`src/rtl/axi4_sram_slave.sv`:
```
// AXI4 slave bridging single-beat reads/writes onto an SRAM-style request port.
// Bursts get no memory access: reads are drained with SLVERR beats, writes are swallowed and answered with SLVERR.
module axi4_sram_slave (
   input  logic        ACLK,
   input  logic        ARESETn,
   input  logic        AWID,
   input  logic [31:0] AWADDR,
   input  logic [7:0]  AWLEN,
   input  logic        AWVALID,
   output logic        AWREADY,
   input  logic [31:0] WDATA,
   input  logic [3:0]  WSTRB,
   input  logic        WLAST,
   input  logic        WVALID,
   output logic        WREADY,
   output logic        BID,
   output logic [1:0]  BRESP,
   output logic        BVALID,
   input  logic        BREADY,
   output logic        BUSER,
   input  logic        ARID,
   input  logic [31:0] ARADDR,
   input  logic [7:0]  ARLEN,
   input  logic        ARVALID,
   output logic        ARREADY,
   output logic        RID,
   output logic [31:0] RDATA,
   output logic [1:0]  RRESP,
   output logic        RLAST,
   output logic        RVALID,
   input  logic        RREADY,
   output logic        RUSER,
   output logic [31:0] mem_addr,
   output logic [31:0] mem_wdata,
   output logic        mem_c_en,
   output logic        mem_w_en,
   output logic [3:0]  mem_b_en,
   input  logic [31:0] mem_rdata,
   input  logic        mem_error,
   input  logic        mem_stall,
   output logic [2:0]  dbg_state_o
);

   // Handshakes: a transfer happens on a rising ACLK edge where VALID and READY are both high;
   // every VALID here is a flop, READYs are decoded from state (and the competing VALIDs in IDLE).
   typedef enum logic [2:0] {
      ST_IDLE, ST_W_DATA, ST_MEM_REQ, ST_MEM_WAIT, ST_R_RESP, ST_B_RESP, ST_ERR_DRAIN
   } state_t;

   localparam logic       GRANT_RD    = 1'b0;
   localparam logic       GRANT_WR    = 1'b1;
   localparam logic [1:0] RESP_OKAY   = 2'b00;
   localparam logic [1:0] RESP_SLVERR = 2'b10;

   state_t      state_q;
   logic        last_grant_q;
   logic        is_write_q;
   logic        id_q;
   logic [31:0] addr_q;
   logic [7:0]  cnt_q;
   logic        rvalid_q, rlast_q, rid_q;
   logic [31:0] rdata_q;
   logic [1:0]  rresp_q;
   logic        bvalid_q, bid_q;
   logic [1:0]  bresp_q;
   logic        mem_c_en_q, mem_w_en_q;
   logic [31:0] mem_addr_q, mem_wdata_q;
   logic [3:0]  mem_b_en_q;

   logic rd_win, wr_win;

   // Round robin: a contested IDLE cycle goes to the channel that did not win last.
   assign rd_win  = ARVALID && (!AWVALID || (last_grant_q == GRANT_WR));
   assign wr_win  = AWVALID && (!ARVALID || (last_grant_q == GRANT_RD));
   assign ARREADY = ARESETn && (state_q == ST_IDLE) && rd_win;
   assign AWREADY = ARESETn && (state_q == ST_IDLE) && wr_win;
   assign WREADY  = (state_q == ST_W_DATA) || ((state_q == ST_ERR_DRAIN) && is_write_q);

   assign RVALID      = rvalid_q;
   assign RLAST       = rlast_q;
   assign RID         = rid_q;
   assign RDATA       = rdata_q;
   assign RRESP       = rresp_q;
   assign RUSER       = 1'b0;
   assign BVALID      = bvalid_q;
   assign BID         = bid_q;
   assign BRESP       = bresp_q;
   assign BUSER       = 1'b0;
   assign mem_c_en    = mem_c_en_q;
   assign mem_w_en    = mem_w_en_q;
   assign mem_addr    = mem_addr_q;
   assign mem_wdata   = mem_wdata_q;
   assign mem_b_en    = mem_b_en_q;
   assign dbg_state_o = state_q;

   always_ff @(posedge ACLK or negedge ARESETn) begin
      if (!ARESETn) begin
         state_q      <= ST_IDLE;
         last_grant_q <= GRANT_WR;
         is_write_q   <= 1'b0;
         id_q         <= 1'b0;
         addr_q       <= '0;
         cnt_q        <= '0;
         rvalid_q     <= 1'b0;
         rlast_q      <= 1'b0;
         rid_q        <= 1'b0;
         rdata_q      <= '0;
         rresp_q      <= RESP_OKAY;
         bvalid_q     <= 1'b0;
         bid_q        <= 1'b0;
         bresp_q      <= RESP_OKAY;
         mem_c_en_q   <= 1'b0;
         mem_w_en_q   <= 1'b0;
         mem_addr_q   <= '0;
         mem_wdata_q  <= '0;
         mem_b_en_q   <= '0;
      end else begin
         case (state_q)
            ST_IDLE: begin
               if (ARREADY) begin
                  last_grant_q <= GRANT_RD;
                  is_write_q   <= 1'b0;
                  id_q         <= ARID;
                  addr_q       <= ARADDR;
                  cnt_q        <= ARLEN;
                  if (ARLEN == 8'd0) begin
                     state_q     <= ST_MEM_REQ;
                     mem_c_en_q  <= 1'b1;
                     mem_w_en_q  <= 1'b0;
                     mem_addr_q  <= ARADDR;
                     mem_wdata_q <= '0;
                     mem_b_en_q  <= 4'hF;
                  end else begin
                     state_q  <= ST_ERR_DRAIN;
                     rvalid_q <= 1'b1;
                     rlast_q  <= 1'b0;
                     rid_q    <= ARID;
                     rdata_q  <= '0;
                     rresp_q  <= RESP_SLVERR;
                  end
               end else if (AWREADY) begin
                  last_grant_q <= GRANT_WR;
                  is_write_q   <= 1'b1;
                  id_q         <= AWID;
                  addr_q       <= AWADDR;
                  cnt_q        <= AWLEN;
                  state_q      <= (AWLEN == 8'd0) ? ST_W_DATA : ST_ERR_DRAIN;
               end
            end
            ST_W_DATA: begin
               if (WVALID) begin
                  state_q     <= ST_MEM_REQ;
                  mem_c_en_q  <= 1'b1;
                  mem_w_en_q  <= 1'b1;
                  mem_addr_q  <= addr_q;
                  mem_wdata_q <= WDATA;
                  mem_b_en_q  <= WSTRB;
               end
            end
            ST_MEM_REQ: begin
               if (!mem_stall) begin
                  state_q     <= ST_MEM_WAIT;
                  mem_c_en_q  <= 1'b0;
                  mem_w_en_q  <= 1'b0;
                  mem_addr_q  <= '0;
                  mem_wdata_q <= '0;
                  mem_b_en_q  <= '0;
               end
            end
            ST_MEM_WAIT: begin
               if (!mem_stall) begin
                  if (is_write_q) begin
                     state_q  <= ST_B_RESP;
                     bvalid_q <= 1'b1;
                     bid_q    <= id_q;
                     bresp_q  <= mem_error ? RESP_SLVERR : RESP_OKAY;
                  end else begin
                     state_q  <= ST_R_RESP;
                     rvalid_q <= 1'b1;
                     rlast_q  <= 1'b1;
                     rid_q    <= id_q;
                     rdata_q  <= mem_rdata;
                     rresp_q  <= mem_error ? RESP_SLVERR : RESP_OKAY;
                  end
               end
            end
            ST_R_RESP: begin
               if (RREADY) begin
                  state_q  <= ST_IDLE;
                  rvalid_q <= 1'b0;
                  rlast_q  <= 1'b0;
                  rid_q    <= 1'b0;
                  rdata_q  <= '0;
                  rresp_q  <= RESP_OKAY;
               end
            end
            ST_B_RESP: begin
               if (BREADY) begin
                  state_q  <= ST_IDLE;
                  bvalid_q <= 1'b0;
                  bid_q    <= 1'b0;
                  bresp_q  <= RESP_OKAY;
               end
            end
            ST_ERR_DRAIN: begin
               // cnt_q holds the beats still owed after the current one.
               if (is_write_q) begin
                  if (WVALID && WLAST) begin
                     state_q  <= ST_B_RESP;
                     bvalid_q <= 1'b1;
                     bid_q    <= id_q;
                     bresp_q  <= RESP_SLVERR;
                  end
               end else if (RREADY) begin
                  if (cnt_q == 8'd0) begin
                     state_q  <= ST_IDLE;
                     rvalid_q <= 1'b0;
                     rlast_q  <= 1'b0;
                     rid_q    <= 1'b0;
                     rresp_q  <= RESP_OKAY;
                  end else begin
                     cnt_q   <= cnt_q - 8'd1;
                     rlast_q <= (cnt_q == 8'd1);
                  end
               end
            end
            default: state_q <= ST_IDLE;
         endcase
      end
   end

endmodule

```
`config.mk`:
```
export PLATFORM = sky130hd
export DESIGN_NAME = axi4_sram_slave
export DESIGN_NICKNAME = d
export VERILOG_FILES = /design/src/rtl/axi4_sram_slave.sv
export SDC_FILE = /design/constraint.sdc
export NUM_CORES = 1
export LEC_CHECK = 0
export ABC_AREA = 1
export CAP_MARGIN = 20
export CORE_MARGIN = 3
export CORE_UTILIZATION = 45
export CTS_CLUSTER_DIAMETER = 150
export DETAILED_ROUTE_END_ITERATION = 12
export GPL_TIMING_DRIVEN = 0
export PLACE_DENSITY = 0.93
export SETUP_SLACK_MARGIN = 0.5
export SYNTH_ARGS = -nofsm -noshare
export SYNTH_HDL_FRONTEND = slang
export SYNTH_SLANG_ARGS = --single-unit
```
`constraint.sdc`:
```
create_clock -name ACLK -period 2.2 [get_ports ACLK]
set_clock_uncertainty 0.05 [all_clocks]
set_input_delay 0.22 -clock ACLK [delete_from_list [all_inputs] [get_ports ACLK]]
set_output_delay 0.22 -clock ACLK [all_outputs]
set_load 0.005 [all_outputs]
```
# Word-level counts from Yosys, hierarchy flattened
# Cells that the tools add are included.
# totals
reg_bits	157
input_bits	160
output_inout_bits	119
word_cells	180
# classes
addsub	1
n_eq_ne	27
muxes	102
n_bitwise	1
n_reduce_logical	30
# ops
op	count
2-to-1 mux 32 bit	14
case mux 32 bit (3 select lines)	3
2-to-1 mux 8 bit	5
2-to-1 mux 3 bit	13
2-to-1 mux 1 bit	37
2-to-1 mux 2 bit	14
inequality test 2 bit, second input constant	13
logical NOT 8 bit	3
case mux 3 bit (7 select lines)	1
AND reduction 9 bit	2
2-to-1 mux 4 bit	4
case mux 8 bit (2 select lines)	1
case mux 1 bit (3 select lines)	4
case mux 1 bit (4 select lines)	3
case mux 4 bit (3 select lines)	1
AND reduction 6 bit	2
AND reduction 5 bit	2
== test 3 bit, second input constant	3
nonzero test 3 bit	3
== test 8 x 1 -> 1 bit, second input constant	1
case mux 2 bit (4 select lines)	1
AND reduction 8 bit	1
subtractor 8 x 1 -> 8 bit, second input constant	1
logical AND 1 bit	7
other kinds (13)	22

# Depth between registers and ports, before layout
# Gate-level depths: netlist (run 1).
# depth
ltp_word	7
depth_mapped	11
ltp_nobuf	10

# Least setup slack after synthesis (run 1)
# Ideal clock, no wire load.
# synth_timing
path_type	register -> register
startpoint	register last_grant_q
endpoint	register rdata_q[10], in the netlist RDATA[10]
setup_time_ps	117
arrival_time_ps	1509
t_required_ps	2033
path_slack_ps	524
path_stages_with_launch	11
n_path_buf	1
period_less_slack_ps	1676
cell_sequence	dfstp_2 -> inv_1 -> nand2_1 -> nand2_1 -> o21ai_2 -> nand2_2 -> nor2_4 -> nand2_2 -> buf_2 -> nand2_1 -> nand2_1
# synth_via
elab_chain_cells	5
# synth_rtl
element	line	rtl
start, declared	56	logic last_grant_q;
start signal, assigned	99	last_grant_q <= GRANT_WR;
start signal, assigned	121	last_grant_q <= GRANT_RD;
start signal, assigned	142	last_grant_q <= GRANT_WR;
logical OR 1 bit	73	assign rd_win = ARVALID && (!AWVALID || (last_grant_q == GRANT_WR));
logical AND 1 bit	73	
logical AND 1 bit	75	assign ARREADY = ARESETn && (state_q == ST_IDLE) && rd_win;
inequality test 2 bit (no line)	-	
AND reduction 6 bit (no line)	-	
end signal, assigned	182	rdata_q <= mem_rdata;
end, declared	62	logic [31:0] rdata_q;
# No other way between the ends.
# A chain may end at the register's enable or synchronous reset.

# Worst setup path in the final report (run 1)
# layout_timing
startpoint	register state_q[0], in the netlist dbg_state_o[0]
endpoint	register mem_b_en_q[0], in the netlist mem_b_en[0]
# layout_via
elab_chain_cells	5
elab_cells_between_ends	12
cone_classes	eq/ne: 6; mux: 1; reduce/logical: 5
# layout_rtl
element	line	rtl
start, declared	55	state_t state_q;
start signal, assigned	147	state_q <= (AWLEN == 8'd0) ? ST_W_DATA : ST_ERR_DRAIN;
logical NOT 3 bit	75, 118	
logical AND 1 bit (2 in a row)	75	
inequality test 2 bit (no line)	-	
AND reduction 5 bit (no line)	-	
end signal, assigned	116	mem_b_en_q <= '0;
end signal, assigned	132	mem_b_en_q <= 4'hF;
end signal, assigned	157	mem_b_en_q <= WSTRB;
end, declared	68	logic [3:0] mem_b_en_q;
# Parallel ways exist; a longest one is shown, timed or not.

==> results of run 1 <==
==> repair_timing <==
action / CTS / global route
endpoints found under the hold margin: 76 / 76
gates resized for setup: 221 / 235
setup endpoints to repair: 159 / 157
cloned: 13 / 5
buffers inserted: 29 / 14
pin swaps: 18 / 19
==> cells by family after synthesis <==
group                    count (synthesis)  share of synthesized area
flip-flops                             155                      0.528
buffers and inverters                  107                     0.0689
adder cells (fa/ha/maj)                  3                    0.00511
AND/OR/NAND/NOR                        455                      0.262
AO/OA/AOI/OAI                          169                      0.133
XOR/XNOR                                 2                    0.00238
other                                    1                   0.000510
==> power by group through the flow <==
stage	Sequential (mW)	Clock, mW	Combinational (mW)
6_report	5.28	3.19	11.2
5_1_grt	5.38	3.32	11.8
4_1_cts	4.94	3.16	8.98
3_5_place_dp	4.88	0	7.09
3_3_place_gp	4.83	0	6.87
2_1_floorplan	4.83	0	3.74
==> layout make-up <==
| type | count | area, µm² | share of cell area |
|---|---|---|---|
| Buffer | 57 | 611 | 0.0463 |
| Tap cell | 216 | 270 | 0.0205 |
| Timing Repair Buffer | 335 | 3490 | 0.265 |
| Multi-Input combinational cell | 634 | 4100 | 0.311 |
| Clock buffer | 18 | 429 | 0.0325 |
| Clock inverter | 13 | 190 | 0.0144 |
| Inverter | 50 | 218 | 0.0165 |
| Sequential cell | 155 | 3880 | 0.294 |
==> cell usage in the layout (no fill, tap or decap), types with 6 or more instances in the layout <==
cell / count
o22ai_1: 21
dfrtp_1: 153
buf_8: 12
inv_6: 6
nor2_4: 12
buf_2: 7
nand3_1: 60
nor3_2: 16
buf_16: 7
nand2_2: 60
nand4_1: 6
buf_6: 32
o22ai_2: 11
clkbuf_16: 22
nor3_1: 12
clkbuf_1: 8
nand2_1: 165
nor2_1: 51
nor3_4: 6
a21oi_1: 6
o21ai_1: 25
o21ai_2: 49
o21ai_0: 17
nand2_4: 54
clkdlybuf4s50_1: 269
buf_4: 41
a22oi_1: 32
inv_1: 38
buf_12: 7
==> routing by layer <==
metal  global-route usage  share of wire  vias to the layer above
met4                0.153          0.058                        0
li1                     -              -                     3701
met5                    0              0                        -
met1                0.365           0.34                     4160
met2                0.524           0.51                      580
met3               0.0746          0.091                      152
==> flip-flops by register name, indices dropped and copies added (netlist names) <==
name / count
BID: 1
BRESP: 1
BVALID: 1
RDATA: 32
RID: 1
RLAST: 1
RRESP: 1
RVALID: 1
addr_q: 32
cnt_q: 8
dbg_state_o: 3
id_q: 1
is_write_q: 1
last_grant_q: 1
mem_addr: 32
mem_b_en: 4
mem_c_en: 1
mem_w_en: 1
mem_wdata: 32
==> path summary, 6_finish.rpt <==
check,startpoint,to,depth (start not counted)
setup reg to reg,dbg_state_o[0],mem_b_en[0],12
max in group asynchronous,ARESETn,RDATA[1],2
min in group ACLK,mem_rdata[19],RDATA[19],3
hold / removal,ARESETn,mem_addr[26],1
hold reg to reg,RDATA[14],RDATA[14],2
setup / recovery,dbg_state_o[0],mem_b_en[0],12
==> through the flow <==
step	cell area (µm²)	std cells	hold slack [ns]	power [mW]
floorplan	7360	895	-0.126	8.57
global placement	10400	1385	0.403	11.7
detailed placement	10400	1386	0.275	12.0
CTS	12100	1459	-0.181	17.1
global route	13200	1478	-0.145	20.5
finish	13200	1478	-0.201	19.7
==> reports/qor.yml, run 1 <==
status:
  status: "finished with violations"
  violations: "negative hold slack"
grt:
  grt_pass1_wl_mm: 43.2
  grt_pass1_vias: 8202
  antenna_found_initial: 0
  grt_max_degree: 81
  track_usage: 0.308
  gr-total-overflow: 0
critical_path:
  arrival_ns: 2.30
  crit_type: "reg -> reg"
  required_ns: 2.47
  slowest_stage: "dfrtp_1"
  end_kind: "flip-flop"
  slowest_delay_ns: 0.40
  crit_family: "buffers and inverters"
  start_kind: "flip-flop"
  cp_cell_sequence: "buf_6, nor2_4, buf_6, nand2_4, inv_4, nand2_4, nand2_4, nand3_4, clkbuf_16, clkbuf_16, nand2_1, o21ai_1"
  path_common_cell: "nand2_4"
  crit_buf_inv: 5
  r2r_setup_slack_ns: 0.16
  path_max_fanout: 7
yosys:
  yosysSeqAreaShare: 0.528
  synth.largest_area_cell: "dfrtp_1"
  async_flop_share: 1.00
  synth-edff-count: 0
  synth_area_um2: 7350
  ys_seq_elements: 155
  synth_top_area_frac: 0.524
  synth.most_common_cell: "nand2_1"
  syn_inst: 892
  yosys-top-cells-area: "dfrtp_1 (52%), nand2_1 (14%), o21ai_1 (4.8%)"
  synth_warnings: 0
  synthTopCellsByCount: "nand2_1 (276), dfrtp_1 (154), o21ai_1 (70)"
  synth_flop_cell: "dfrtp_1"
  ys_types: 34
  avgSynthCellArea_um2: 8.24
floorplan:
  die_h_um: 134
  fp.dieW_um: 134
  rows: 46
  pin_count: 279
  start_util: 0.461
  dieArea_um2: 17900
  core_area_um2: 15900
sta:
  tightestPinTransition_ns: 0.793
  fin_tns_setup_ns: 0
  whs_ns: -0.201
  final_hold_viol_count: 76
  layout_setup_ws_ns: 0.164
  fin_crit_sh: 0.925
  setup_viol: 0
  rsz0062_at_grt: "true"
  slew-limit-headroom: 0.472
  max_freq_mhz: 491
  slew_violations: 0
  fin_crit_ns: 2.04
placed_design:
  portBuffers: 274
  dp_hpwl_mm: 18.4
  gp_congestion: 0.919
  pre_cts_slack_ns: -0.393
clocking:
  clkSinkCount: 155
  cts_tree: "built"
  h-tree-depth: 4
  numCtsBuffers: 17
  clk_latency_ns: 0.43
  cts_root_buffer: "clkbuf_16"
  clock_path_buffers: 2
  path_clk_slew_ns: 0.07
cells_and_area:
  finalNetCount: 1413
  syn2layout_area_growth_pct: 79.4
  n_fill_cell: 824
  finalCoreUtilization: 0.827
  drive_above_1_share: 0.305
  antenna_cells: 0
routing:
  final_antenna_net_count: 0
  routed_wl_mm: 33.1
  drtIter0Drc: 811
  route.detailed.wl_per_inst_um: 22.4
  drc: 0
  via_per_inst: 5.81
  drtPass1Iterations: 6
  vias: 8593
power:
  clock_power_share: 0.163
  power.internal_mw: 11.5
  p_comb_frac: 0.569
  p_leak_nw: 6.06
  power.switching_mw: 8.18
  p_per_area_nw_per_um2: 1490
  seqPwrFrac: 0.269
  p_sw_frac: 0.416
  ir_worst_vdd_uv: 832
hold_path:
  min_path_type: "in -> async"
run:
  maxCapViolCount: 0
Note: power is estimated with default switching activity, not from simulation.
==> run 2: changes to the inputs <==
CORE_UTILIZATION = 46   (was 45)
CTS_BUF_LIST = sky130_fd_sc_hd__clkbuf_8   (was unset)
PLACE_DENSITY = 0.94   (was 0.93)
==> run 2 against run 1 <==
  * The flow still finishes with violations (negative hold slack)
  * Sequential cell count is the same
  * Critical path depth stayed put
  * First-iteration DRC count decreased by 9.7%
  * Utilization fell by 0.29 points
  * Critical path type unchanged
  * Critical endpoint is now mem_wdata[19]
  * Highest routed layer unchanged
==> reports/qor.yml, run 2 (same netlist as run 1, synthesis figures left out) <==
critical_path:
  required_ns: 2.50  # +0.03 ns
  arrival_ns: 2.26  # -0.04 ns
  r2r_end: "mem_wdata[19]"
  crit_type: "reg -> reg"
  ff2ff_path_depth: 12  # unchanged
  r2r_start: "dbg_state_o[0]"
  r2r_setup_slack_ns: 0.24  # +0.08 ns
  start_kind: "flip-flop"
  path_max_fanout: 7  # unchanged
  end_kind: "flip-flop"
sta:
  tightestPinTransition_ns: 0.563  # -0.230 ns
  layout_setup_ws_ns: 0.242  # +0.0782 ns
  whs_ns: -0.318  # -0.118 ns
  final_hold_viol_count: 53  # -30%
  setup_viol: 0  # unchanged
  max_freq_mhz: 511  # +4.0%
  slew_violations: 0  # unchanged
  fin_crit_ns: 1.96  # -0.0782 ns
  rsz0062_at_grt: "true"
  fin_crit_sh: 0.890  # -0.0355
  fin_tns_setup_ns: 0  # unchanged
  slew-limit-headroom: 0.622  # +0.150
floorplan:
  core_area_um2: 15400  # -3.2%
  pin_count: 279  # unchanged
  start_util: 0.476  # +0.0154
  rows: 45  # -2.2%
  fp.dieW_um: 132  # -1.0%
  die_h_um: 132  # -1.0%
  dieArea_um2: 17500  # -2.1%
clocking:
  path_clk_slew_ns: 0.10  # +0.03 ns
  clock_path_buffers: 2  # unchanged
  clk_latency_ns: 0.45  # +0.02 ns
  h-tree-depth: 4  # unchanged
  numCtsBuffers: 17  # unchanged
  cts_root_buffer: "clkbuf_8"
  clkSinkCount: 155  # unchanged
  cts_tree: "built"
placed_design:
  pre_cts_slack_ns: -0.150  # +0.243 ns
  gp_congestion: 0.934  # +1.6%
  portBuffers: 274  # unchanged
  dp_hpwl_mm: 18.5  # +0.61%
cells_and_area:
  finalCoreUtilization: 0.824  # -0.00285
  final_common_cell: "clkdlybuf4s50_1"
  n_fill_cell: 843  # +2.3%
  finalNetCount: 1410  # -0.21%
  final_cell_mix: "clkdlybuf4s50_1 (265), nand2_1 (167), dfrtp_1 (153), nand2_2 (75), nand3_1 (57)"
  drive_above_1_share: 0.290  # -0.0146
  syn2layout_area_growth_pct: 73.0
routing:
  vias: 8456  # -1.6%
  drc: 0  # unchanged
  route.detailed.wl_per_inst_um: 21.5  # -3.8%
  routed_wl_mm: 31.7  # -4.2%
  drtPass1Iterations: 5  # -1
  drtIter0Drc: 732  # -9.7%
  via_per_inst: 5.74  # -1.2%
  final_antenna_net_count: 0  # unchanged
power:
  p_comb_frac: 0.598  # +0.029
  clock_power_share: 0.115  # -0.048
  seqPwrFrac: 0.287  # +0.018
  p_leak_nw: 5.92  # -2.4%
  power.internal_mw: 10.2  # -11%
  ir_worst_vdd_uv: 730  # -12%
  power.switching_mw: 7.81  # -4.6%
  total_power_mw: 18.0  # -8.3%
  p_per_area_nw_per_um2: 1420  # -4.9%
  p_sw_frac: 0.433  # +0.0168
status:
  violations: "negative hold slack"
  status: "finished with violations"
grt:
  gr-total-overflow: 0  # unchanged
  grt_pass1_vias: 8021  # -2.2%
  track_usage: 0.301  # -0.00673
  antenna_found_initial: 1  # +1
  grt_max_degree: 102  # +26%
  grt_pass1_wl_mm: 42.4  # -2.0%
hold_path:
  min_path_type: "in -> async"
run:
  maxCapViolCount: 0  # unchanged
==> run 2: repair_timing <==
| item | CTS | global route |
|---|---|---|
| gates resized for setup | 171 | 241 |
| cloned | 9 | 9 |
| buffers inserted | 25 | 15 |
| setup endpoints to repair | 159 | 161 |
| hold endpoints to repair | 53 | 53 |
| pin swaps | 15 | 22 |
==> run 2: worst max-delay path, cell delays in order (launching register included) <==
cell       delay, ns
dfrtp_1         0.41
buf_6           0.14
nor2_4          0.14
buf_6           0.13
nand2_4         0.05
inv_4           0.07
nand2_4         0.06
nand2_4         0.08
nand3_4         0.18
buf_12          0.22
clkbuf_16       0.17
nand2_2         0.08
o21ai_2         0.07
==> run 2: per-stage QoR <==
step	area, µm²	cells
floorplan	7360	895
global placement	10400	1380
CTS	11500	1447
global route	12700	1472
finish	12700	1472
detailed placement	10400	1381
==> run 2: worst max-delay path by stage <==
stage | slack, ns | cells after the start | endpoint | from
floorplan | 0.52 | 10 | RDATA[10] | last_grant_q
global placement | -6.07 | 5 | ARREADY | ARESETn
detailed placement | -0.15 | 5 | ARREADY | ARESETn
CTS | 0.35 | 12 | mem_wdata[7] | dbg_state_o[0]
global route | 0.19 | 12 | mem_wdata[11] | dbg_state_o[0]
finish | 0.24 | 12 | mem_wdata[19] | dbg_state_o[0]
==> run 2: cell type report <==
class,instances,area [µm²],area share
inverter,50,210,0.0165
tap,211,264,0.0208
sequential,155,3880,0.305
multi-input combinational,634,3900,0.307
timing repair buffer,332,3470,0.273
buffer,57,623,0.0490
antenna,1,2.50,0.000197
clock buffer,17,234,0.0184
clock inverter,15,134,0.0105
==> run 2: metal layers <==
metal | up-vias | share of wire | track usage | wire [µm]
met5 | - | 0 | 0 | 0
met4 | 0 | 0.046 | 0.126 | 1450
met3 | 130 | 0.083 | 0.0608 | 2620
met2 | 557 | 0.51 | 0.511 | 16200
met1 | 4090 | 0.36 | 0.376 | 11400
li1 | 3679 | - | - | -
==> run 2: power groups by stage <==
stage	Combinational, mW	Sequential, mW	Clock [mW]
2_1_floorplan	3.74	4.83	0
3_3_place_gp	6.86	4.82	0
3_5_place_dp	7.11	4.89	0
4_1_cts	8.45	4.87	2.05
5_1_grt	11.4	5.28	2.23
6_report	10.8	5.18	2.08
